===== src/rtl/button_event_ctrl.sv =====
// Purpose : turns a debounced button level into clk_50M event pulses (press, release, short, long, repeat) and a press count.
// Latency : press/release/short pulses appear 4 cycles after btn_deb is first sampled; long/repeat are counted from press_pulse.
// Backpr. : none; the button cannot be stalled, so every event is a one-cycle pulse with no handshake.
//
// Ports:
//   clk_50M     in   50 MHz system clock
//   clr_L       in   asynchronous active-low reset
//   btn_deb     in   debounced button level, asynchronous to clk_50M
//   held        out  registered "pressed" level (state != IDLE)
//   press_pulse out  one-cycle pulse on press
//   rel_pulse   out  one-cycle pulse on every release
//   short_pulse out  one-cycle pulse on release before the long threshold
//   long_pulse  out  one-cycle pulse when the hold reaches LONG_CNT
//   rpt_pulse   out  one-cycle pulse every REPEAT_CNT cycles while long-held
//   press_count out  presses since reset, modulo 256
module button_event_ctrl #(
    parameter bit          ACTIVE_LOW = 1'b1,
    parameter int unsigned LONG_CNT   = 50_000_000,
    parameter int unsigned REPEAT_CNT = 12_500_000,
    parameter int unsigned CNT_W      = 32
) (
    input  logic       clk_50M,
    input  logic       clr_L,
    input  logic       btn_deb,
    output logic       held,
    output logic       press_pulse,
    output logic       rel_pulse,
    output logic       short_pulse,
    output logic       long_pulse,
    output logic       rpt_pulse,
    output logic [7:0] press_count
);

    typedef enum logic [1:0] {
        IDLE      = 2'd0,
        PRESSED   = 2'd1,
        LONG_HELD = 2'd2
    } state_t;

    localparam logic [CNT_W-1:0] LONG_LAST = CNT_W'(LONG_CNT - 1);
    localparam logic [CNT_W-1:0] RPT_LAST  = CNT_W'(REPEAT_CNT - 1);

    logic             s1_q, s1_d, s2_q, s2_d;
    logic             p;
    logic             p_q, p_d;
    logic             rise_q, rise_d, fall_q, fall_d;
    state_t           state_q, state_d;
    logic [CNT_W-1:0] cnt_q, cnt_d;
    logic             held_q, held_d;
    logic             press_q, press_d, rel_q, rel_d, short_q, short_d;
    logic             long_q, long_d, rpt_q, rpt_d;
    logic [7:0]       count_q, count_d;

    // Normalized level: 1 means pressed regardless of board polarity.
    assign p = s2_q ^ ACTIVE_LOW;

    always_comb begin
        s1_d    = btn_deb;
        s2_d    = s1_q;
        p_d     = p;
        // Edges are registered so the FSM sees a clean one-cycle strobe.
        rise_d  = p & ~p_q;
        fall_d  = ~p & p_q;

        state_d = state_q;
        cnt_d   = cnt_q;
        count_d = count_q;
        press_d = 1'b0;
        rel_d   = 1'b0;
        short_d = 1'b0;
        long_d  = 1'b0;
        rpt_d   = 1'b0;

        case (state_q)
            IDLE: begin
                cnt_d = '0;
                if (rise_q) begin
                    state_d = PRESSED;
                    press_d = 1'b1;
                    count_d = count_q + 8'd1;
                end
            end
            PRESSED: begin
                // Release is checked first so it beats a coincident long threshold.
                if (fall_q) begin
                    state_d = IDLE;
                    cnt_d   = '0;
                    rel_d   = 1'b1;
                    short_d = 1'b1;
                end else if (cnt_q == LONG_LAST) begin
                    state_d = LONG_HELD;
                    cnt_d   = '0;
                    long_d  = 1'b1;
                end else begin
                    cnt_d = cnt_q + CNT_W'(1);
                end
            end
            LONG_HELD: begin
                // Release also suppresses a coincident repeat.
                if (fall_q) begin
                    state_d = IDLE;
                    cnt_d   = '0;
                    rel_d   = 1'b1;
                end else if (cnt_q == RPT_LAST) begin
                    cnt_d = '0;
                    rpt_d = 1'b1;
                end else begin
                    cnt_d = cnt_q + CNT_W'(1);
                end
            end
            default: begin
                state_d = IDLE;
                cnt_d   = '0;
            end
        endcase

        held_d = (state_d != IDLE);
    end

    always_ff @(posedge clk_50M or negedge clr_L) begin
        if (!clr_L) begin
            // Sync chain resets to the released level, so a button held
            // through reset produces exactly one press afterwards.
            s1_q    <= ACTIVE_LOW;
            s2_q    <= ACTIVE_LOW;
            p_q     <= 1'b0;
            rise_q  <= 1'b0;
            fall_q  <= 1'b0;
            state_q <= IDLE;
            cnt_q   <= '0;
            held_q  <= 1'b0;
            press_q <= 1'b0;
            rel_q   <= 1'b0;
            short_q <= 1'b0;
            long_q  <= 1'b0;
            rpt_q   <= 1'b0;
            count_q <= 8'd0;
        end else begin
            s1_q    <= s1_d;
            s2_q    <= s2_d;
            p_q     <= p_d;
            rise_q  <= rise_d;
            fall_q  <= fall_d;
            state_q <= state_d;
            cnt_q   <= cnt_d;
            held_q  <= held_d;
            press_q <= press_d;
            rel_q   <= rel_d;
            short_q <= short_d;
            long_q  <= long_d;
            rpt_q   <= rpt_d;
            count_q <= count_d;
        end
    end

    assign held        = held_q;
    assign press_pulse = press_q;
    assign rel_pulse   = rel_q;
    assign short_pulse = short_q;
    assign long_pulse  = long_q;
    assign rpt_pulse   = rpt_q;
    assign press_count = count_q;

endmodule


===== config.mk =====
export PLATFORM = sky130hd
export DESIGN_NAME = button_event_ctrl
export DESIGN_NICKNAME = d
export VERILOG_FILES = /design/src/rtl/button_event_ctrl.sv
export SDC_FILE = /design/constraint.sdc
export NUM_CORES = 1
export LEC_CHECK = 0
export CAP_MARGIN = 10
export CORE_MARGIN = 4
export CORE_UTILIZATION = 62
export CTS_CLUSTER_SIZE = 25
export DETAILED_ROUTE_END_ITERATION = 6
export PLACE_DENSITY_LB_ADDON = 0.2
export SLEW_MARGIN = 0
export SYNTH_ARGS = -nofsm -noshare
export SYNTH_HDL_FRONTEND = slang
export SYNTH_SLANG_ARGS = --single-unit

===== constraint.sdc =====
create_clock -name clk_50M -period 4.65 [get_ports clk_50M]
set_input_delay 0.6975 -clock clk_50M [delete_from_list [all_inputs] [get_ports clk_50M]]
set_output_delay 0.6975 -clock clk_50M [all_outputs]
set_load 0.05 [all_outputs]

==> summary.txt, run 1 <==
Outcome
  – Status: finished clean

STA
  – PnR worst setup slack: 2230 ps
  – Worst hold slack: 360 ps
  – Final-report hold violation count: 0
  – Worst slew margin relative to its limit: 57.4%
  – Total negative slack for setup checks: 0 ps
  – Final slew viol count: 0
  – Post-route clock period utilization: 52.1%
  – Final setup violation count: 0
  – Maximum achievable frequency: 413 MHz
  – Actual slew at the worst max-slew pin: 634 ps
  – Setup clock skew after layout: 12.2 ps
  – Time the final worst path needs with I/O delays and setup: 2420 ps
  – Unrepaired setup endpoints after global routing: false

Min path
  – Class of the tightest hold or removal check: reg2reg

Routing
  – Highest Signal Layer: met4
  – M1 wire length: 2120 um
  – Detailed route wirelength on metal2: 2100 um
  – Number of remaining DRC errors: 0
  – WL per Instance: 14.4 um
  – Routed Antenna Nets: 0
  – Detailed Route Iter0 Violations: 139
  – Count of vias placed by the detailed router: 1753
  – WL met3: 169 um
  – Final Routed Wirelength: 4440 um
  – First-pass iteration count of the detailed router: 4
  – Average via count per standard cell: 5.69

Yosys
  – Most frequently used cell type in the post-synthesis netlist: dfrtp_1
  – Cell variety after synth: 38
  – Number of cells produced by synthesis: 240
  – Ys Warns: 0
  – Number of enable flip-flop cells after synthesis: 0
  – Seq cells post-synth: 53
  – Proportion of synthesized chip area in sequential cells: 52.7%
  – Area share of the leading cell type in the synthesized netlist: 50.6%
  – Synth area leaders: dfrtp_1, xor2_1, nor2_1
  – Library cell occupying the most area in the post-synthesis netlist: dfrtp_1
  – Prevailing post-synth register cell: dfrtp_1
  – Area of the mapped netlist: 2520 um^2
  – Post-synthesis net count: 249
  – Share of synthesized registers carrying an async set or reset: 100%
  – Synth top cells by count: dfrtp_1, nor2_1, xor2_1
  – Post-synthesis area per instance: 10.5 um^2

Worst setup path
  – Crit path cell chain: nand4bb_1, nor4_1, a31oi_1, o21ai_2, buf_4, nor2_1
  – Worst-case register-to-register setup slack: 2230 ps
  – Startpoint type of the worst setup path: flop
  – CP top delay family: simple AND/OR/NAND/NOR gates
  – Element type at the critical path end: flop
  – Required time of the worst setup path: 4840 ps
  – Data arrival time of the critical path: 2610 ps
  – Highest net fanout along the worst path: 19
  – Number of buffer and inverter instances along the worst setup path: 1
  – Slowest cell delay on critical path: 530 ps
  – Critical-path cell with the highest stage delay: o21ai_2
  – Crit Path Category: reg2reg

Clock network
  – Number of hold-repair buffers added at the cts stage: 0
  – TritonCTS buffer count: 5
  – Setup bufs post-CTS: 0
  – Clock tree from TritonCTS: yes
  – Clock slew at the register clock pins of the worst setup and hold paths: 100 ps
  – Number of buffers on the longest clock path: 2
  – H-tree depth reported by CTS: 2
  – Clock sinks: 53
  – Clk Tree Root Cell: clkbuf_8
  – Clk Latency, worst-skew pair: 310 ps
  – Resized cells post-CTS: 0

Finish
  – Relative area change from synthesis to final layout: 11.7%
  – Final-layout fill cell count: 284
  – Total Nets Final: 268
  – Fraction of final layout cells with drive strength greater than 1: 8.46%
  – Number of antenna repair diodes: 0

Run
  – Max-cap violation count: 0

Global route
  – Number of global-route vias before repair: 1675
  – Wire length of the first global-routing pass: 7710 um
  – Total grt overflow: 0
  – Number of antenna violations at the first check in global routing: 0
  – GRT Overall Usage: 19.0%
  – Pin count of the biggest net entering global routing: 54

Placement
  – Placer Congestion: 0.826
  – Setup slack after placement: 2260 ps
  – Half-perimeter wire length after placement: 3160 um
  – Port Buffer Count: 16

Pwr
  – LEAKAGE: 0.00117 uW
  – Highest ir drop seen on vdd: 0.000408 V
  – Power density over the cells: 381 nW/um^2

Floorplanning
  – Die span in y: 71.8 um
  – Width of the die: 71.8 um
  – Total I/O pin count: 17
  – Core outline area: 3800 um^2
  – Starting Density: 66.4%
  – Standard-cell rows: 22
  – Total Die Area: 5150 um^2
-- final cells by class --
type	instances	area [um^2]	share of cell area [%]
tap	48	60.1	2.13
clock buffer	5	68.8	2.44
clock inverter	3	17.5	0.622
multi-input combinational	172	1140	40.4
inverter	9	33.8	1.20
timing repair buffer	18	170	6.04
sequential	53	1330	47.2
-- final timing paths --
path	cells after the start	to	from
setup / recovery	6	cnt_q[25]	cnt_q[18]
hold / removal	0	s2_q	s1_q
setup reg to reg	6	cnt_q[25]	cnt_q[18]
hold reg to reg	0	s2_q	s1_q
max in group asynchronous	2	cnt_q[20]	clr_L
min in group asynchronous	2	cnt_q[4]	clr_L
-- routing by layer --
metal / track usage [%] / vias to the layer above
met5: 0 / -
met2: 30.1 / 34
met4: 5.01 / 0
met1: 26.7 / 855
met3: 4.21 / 6
li1: - / 858
-- per-stage QoR --
stage / power (uW) / std cells / area (um^2) / utilization, %
floorplan: 732 / 240 / 2520 / -
global placement: 825 / 300 / 2730 / 71.9
detailed placement: 834 / 300 / 2730 / 71.9
CTS: 1080 / 308 / 2820 / 74.1
global route: 1130 / 308 / 2820 / 74.1
finish: 1070 / 308 / 2820 / 74.1
-- sequential cells by signal, indices dropped and copies added, names as in the netlist --
register / cells
s1_q: 1
rpt_pulse: 1
rise_q: 1
press_count: 8
cnt_q: 32
held: 1
state_q: 2
p_q: 1
s2_q: 1
short_pulse: 1
rel_pulse: 1
press_pulse: 1
long_pulse: 1
fall_q: 1
-- report_power, final --
| group | internal [uW] | switching, uW | total (uW) |
|---|---|---|---|
| registers | 499 | 35.9 | 535 |
| logic | 96.9 | 191 | 288 |
| clock network | 104 | 146 | 250 |
-- cell families (layout without fill, tap and decap cells) --
logic type	count (synthesis)	in the layout	synth area share [%]
DFF	53	53	52.7
muxes	1	1	0.446
buffers and inverters	15	35	2.38
xor gates and xnor gates	36	36	12.5
adders and majority gates	6	6	2.98
AOI/OAI and AO/OA	9	9	2.63
and+or+nand+nor	120	120	26.4
-- placed cells by master (no fill, tap or decap), types with 3 or more instances in the layout --
| master | n |
|---|---|
| and4_1 | 3 |
| ha_1 | 6 |
| and3_1 | 6 |
| nor4_1 | 5 |
| clkbuf_8 | 5 |
| nand4_1 | 15 |
| nand3_1 | 13 |
| clkdlybuf4s50_1 | 15 |
| nand2_1 | 14 |
| xor2_1 | 21 |
| xnor2_1 | 15 |
| nor3_1 | 4 |
| and2_1 | 6 |
| dfrtp_1 | 51 |
| inv_1 | 9 |
| nor2_1 | 40 |
Note: power is estimated with default switching activity, not from simulation.
==> inputs of run 2 (changes only) <==
--- a/config.mk
+++ b/config.mk
@@ -7,7 +7,7 @@
 export LEC_CHECK = 0
 export CAP_MARGIN = 10
 export CORE_MARGIN = 4
-export CORE_UTILIZATION = 62
+export CORE_UTILIZATION = 52
 export CTS_CLUSTER_SIZE = 25
 export DETAILED_ROUTE_END_ITERATION = 6
 export PLACE_DENSITY_LB_ADDON = 0.2
==> constraint.sdc (replaced) <==
create_clock -name clk_50M -period 2 [get_ports clk_50M]
set_input_delay 0.3 -clock clk_50M [delete_from_list [all_inputs] [get_ports clk_50M]]
set_output_delay 0.3 -clock clk_50M [all_outputs]
set_load 0.05 [all_outputs]
==> summary.txt, run 2 (synthesis results as in run 1) <==
Worst setup path
  – Number of cells on the critical path: 1 (was 6)
  – Element type at the critical path end: output port (was flop)
  – Highest net fanout along the worst path: 5 (was 19)
  – Startpoint of the most critical setup path: press_count[3] (was cnt_q[18])
  – Terminus of the critical flop-to-flop path: cnt_q[6] (was cnt_q[25])
  – Crit path cell chain: clkdlybuf4s50_1 (was nand4bb_1, nor4_1, a31oi_1, o21ai_2, buf_4, nor2_1)
  – Reg-to-Reg Start: cnt_q[18] (unchanged)
  – CP top delay family: buffers and inverters (was simple AND/OR/NAND/NOR gates)
  – Startpoint type of the worst setup path: flop (unchanged)
  – Required time of the worst setup path: 1700 ps (was 4840 ps)
  – Worst-case register-to-register setup slack: 150 ps (was 2230 ps)
  – Count of cells along the worst register-to-register path: 6 (unchanged)
  – Number of buffer and inverter instances along the worst setup path: 1 (unchanged)
  – Critical-path cell with the highest stage delay: clkdlybuf4s50_1 (was o21ai_2)
  – Slowest cell delay on critical path: 830 ps (was 530 ps)
  – Termination of the worst setup path: press_count[3] (was cnt_q[25])
  – Data arrival time of the critical path: 1560 ps (was 2610 ps)
  – Crit Path Category: reg2out (was reg2reg)

Routing
  – Detailed Route Iter0 Violations: 108 (was 139)
  – First-pass iteration count of the detailed router: 4 (unchanged)
  – WL per Instance: 13.3 um (was 14.4 um)
  – Average via count per standard cell: 5.13 (was 5.69)
  – WL met3: 154 um (was 169 um)
  – Number of remaining DRC errors: 0 (unchanged)
  – Final Routed Wirelength: 4500 um (was 4440 um)
  – M1 wire length: 2190 um (was 2120 um)
  – Routed Antenna Nets: 0 (unchanged)
  – Highest Signal Layer: met4 (unchanged)
  – Count of vias placed by the detailed router: 1735 (was 1753)
  – Detailed route wirelength on metal2: 2100 um (about the same)

Finish
  – Fraction of final layout cells with drive strength greater than 1: 12.9% (was 8.46%)
  – Relative area change from synthesis to final layout: 18.2% (was 11.7%)
  – Reg with most FFs: cnt_q (unchanged)
  – Total Nets Final: 279 (was 268)
  – Flip-flop count of the largest register, all copies and words added: 32 (unchanged)
  – Most common cell after layout, fill and taps aside: dfrtp_1 (unchanged)
  – Commonest cells after routing, fill and taps aside: dfrtp_1, nor2_1, xor2_1 (unchanged)
  – Number of antenna repair diodes: 0 (unchanged)

Clock network
  – TritonCTS buffer count: 5 (unchanged)
  – Clock slew at the register clock pins of the worst setup and hold paths: 100 ps (about the same)
  – Clk Tree Root Cell: clkbuf_8 (unchanged)
  – Clock sinks: 53 (unchanged)
  – H-tree depth reported by CTS: 2 (unchanged)
  – Clock tree from TritonCTS: yes (unchanged)
  – Number of buffers on the longest clock path: 2 (unchanged)
  – Clk Latency, worst-skew pair: 310 ps (about the same)
  – Setup bufs post-CTS: 0 (unchanged)

STA
  – Final setup violation count: 0 (unchanged)
  – Total negative slack for setup checks: 0 ps (unchanged)
  – Post-route clock period utilization: 93.0%
  – Worst slew margin relative to its limit: 63.9% (was 57.4%)
  – Maximum achievable frequency: 538 MHz
  – Setup clock skew after layout: 7.84 ps (was 12.2 ps)
  – Final-report hold violation count: 0 (unchanged)
  – Final slew viol count: 0 (unchanged)
  – Time the final worst path needs with I/O delays and setup: 1860 ps
  – Unrepaired setup endpoints after global routing: false (unchanged)
  – Actual slew at the worst max-slew pin: 538 ps (was 634 ps)

Placement
  – Port Buffer Count: 16 (unchanged)
  – Half-perimeter wire length after placement: 3230 um (was 3160 um)
  – Placer Congestion: 0.768 (was 0.826)

Pwr
  – Share of power burned in the clock network: 23.9% (was 23.3%)
  – Internal power contribution: 1650 uW (was 700 uW)
  – Gate power share: 26.9% (was 26.8%)
  – Final total power: 2520 uW (was 1070 uW)
  – Share of total power in sequential cells: 49.3% (was 49.9%)
  – LEAKAGE: 0.00124 uW (was 0.00117 uW)
  – Fraction of power spent switching nets: 34.6% (was 34.7%)
  – Net load switching power: 872 uW (was 373 uW)
  – Highest ir drop seen on vdd: 0.000547 V (was 0.000408 V)
  – Power density over the cells: 845 nW/um^2 (was 381 nW/um^2)

Global route
  – GRT Overall Usage: 17.1% (was 19.0%)
  – Wire length of the first global-routing pass: 8350 um (was 7710 um)
  – Number of antenna violations at the first check in global routing: 0 (unchanged)
  – Pin count of the biggest net entering global routing: 33 (was 54)
  – Total grt overflow: 0 (unchanged)
  – Number of global-route vias before repair: 1788 (was 1675)

Floorplanning
  – Core outline area: 4720 um^2 (was 3800 um^2)
  – Total I/O pin count: 17 (unchanged)
  – Total Die Area: 6030 um^2 (was 5150 um^2)
  – Standard-cell rows: 25 (was 22)
  – Width of the die: 77.6 um (was 71.8 um)
  – Starting Density: 53.4% (was 66.4%)
  – Die span in y: 77.6 um (was 71.8 um)

Min path
  – Class of the tightest hold or removal check: reg2reg (unchanged)

Run
  – Max-cap violation count: 0 (unchanged)

Outcome
  – Status: finished clean (unchanged)
[run 2: worst reg2reg max path: cells and delay by family, from the launching register on]
kind,cells,cell delay (ps)
buffers and inverters,1,200
AND/OR/NAND/NOR,3,710
flip-flops,1,430
AO/OA/AOI/OAI,2,410
[run 2: power by group through the flow]
| stage | Clock [uW] | Sequential (uW) | Combinational (uW) |
|---|---|---|---|
| after floorplan | 0 | 1500 | 205 |
| after global placement | 0 | 1260 | 674 |
| after detailed placement | 0 | 1260 | 679 |
| after CTS | 622 | 1240 | 683 |
| after global routing | 661 | 1260 | 725 |
| final | 602 | 1240 | 677 |
[run 2: what timing repair did]
item	in CTS	in global routing
hold endpoints to repair	22	0
endpoints found under the setup margin	0	32
gates resized for setup	0	4
hold buffers	1	0
[run 2: final cells by class]
type | instances | area, um^2
flip-flops and latches | 53 | 1330
clock inverters | 3 | 21.3
fillers | 387 | 1740
multi-input cells | 172 | 1160
clock buffers | 5 | 68.8
inverters | 9 | 33.8
well taps | 67 | 83.8
repair buffers | 29 | 280
[run 2: layer usage]
| layer | GRT usage (%) | up-vias |
|---|---|---|
| li1 | - | 883 |
| met1 | 23.5 | 821 |
| met2 | 26.9 | 26 |
| met3 | 4.06 | 5 |
| met4 | 5.34 | 0 |
| met5 | 0 | - |
[run 2: worst min-delay path by stage]
stage               start        to  slack [ps]  depth (start not counted)
finish               s1_q      s2_q         370                          0
floorplan           clr_L  cnt_q[0]           4                          0
detailed placement  clr_L  cnt_q[4]         310                          1
global route         s1_q      s2_q         370                          0
global placement    clr_L  cnt_q[4]         310                          1
CTS                  s1_q      s2_q         370                          0
[run 2: stage by stage]
stage	instances	hold slack, ps	util [%]	setup slack (ps)	area [um^2]
global placement	329	311	60.4	132	2850
detailed placement	329	309	60.4	123	2850
global route	338	373	63.1	27.8	2980
finish	338	366	63.1	140	2980
CTS	338	368	62.5	109	2950
floorplan	240	4.41	-	241	2520
==> inputs of run 3 (changes only) <==
--- a/config.mk
+++ b/config.mk
@@ -8,8 +8,8 @@
 export CAP_MARGIN = 10
 export CORE_MARGIN = 4
 export CORE_UTILIZATION = 52
-export CTS_CLUSTER_SIZE = 25
 export DETAILED_ROUTE_END_ITERATION = 6
+export GPL_ROUTABILITY_DRIVEN = 1
 export PLACE_DENSITY_LB_ADDON = 0.2
 export SLEW_MARGIN = 0
 export SYNTH_ARGS = -nofsm -noshare
==> results of run 3 <==
The final DEF is identical to that of run 2; final timing and power are the same.
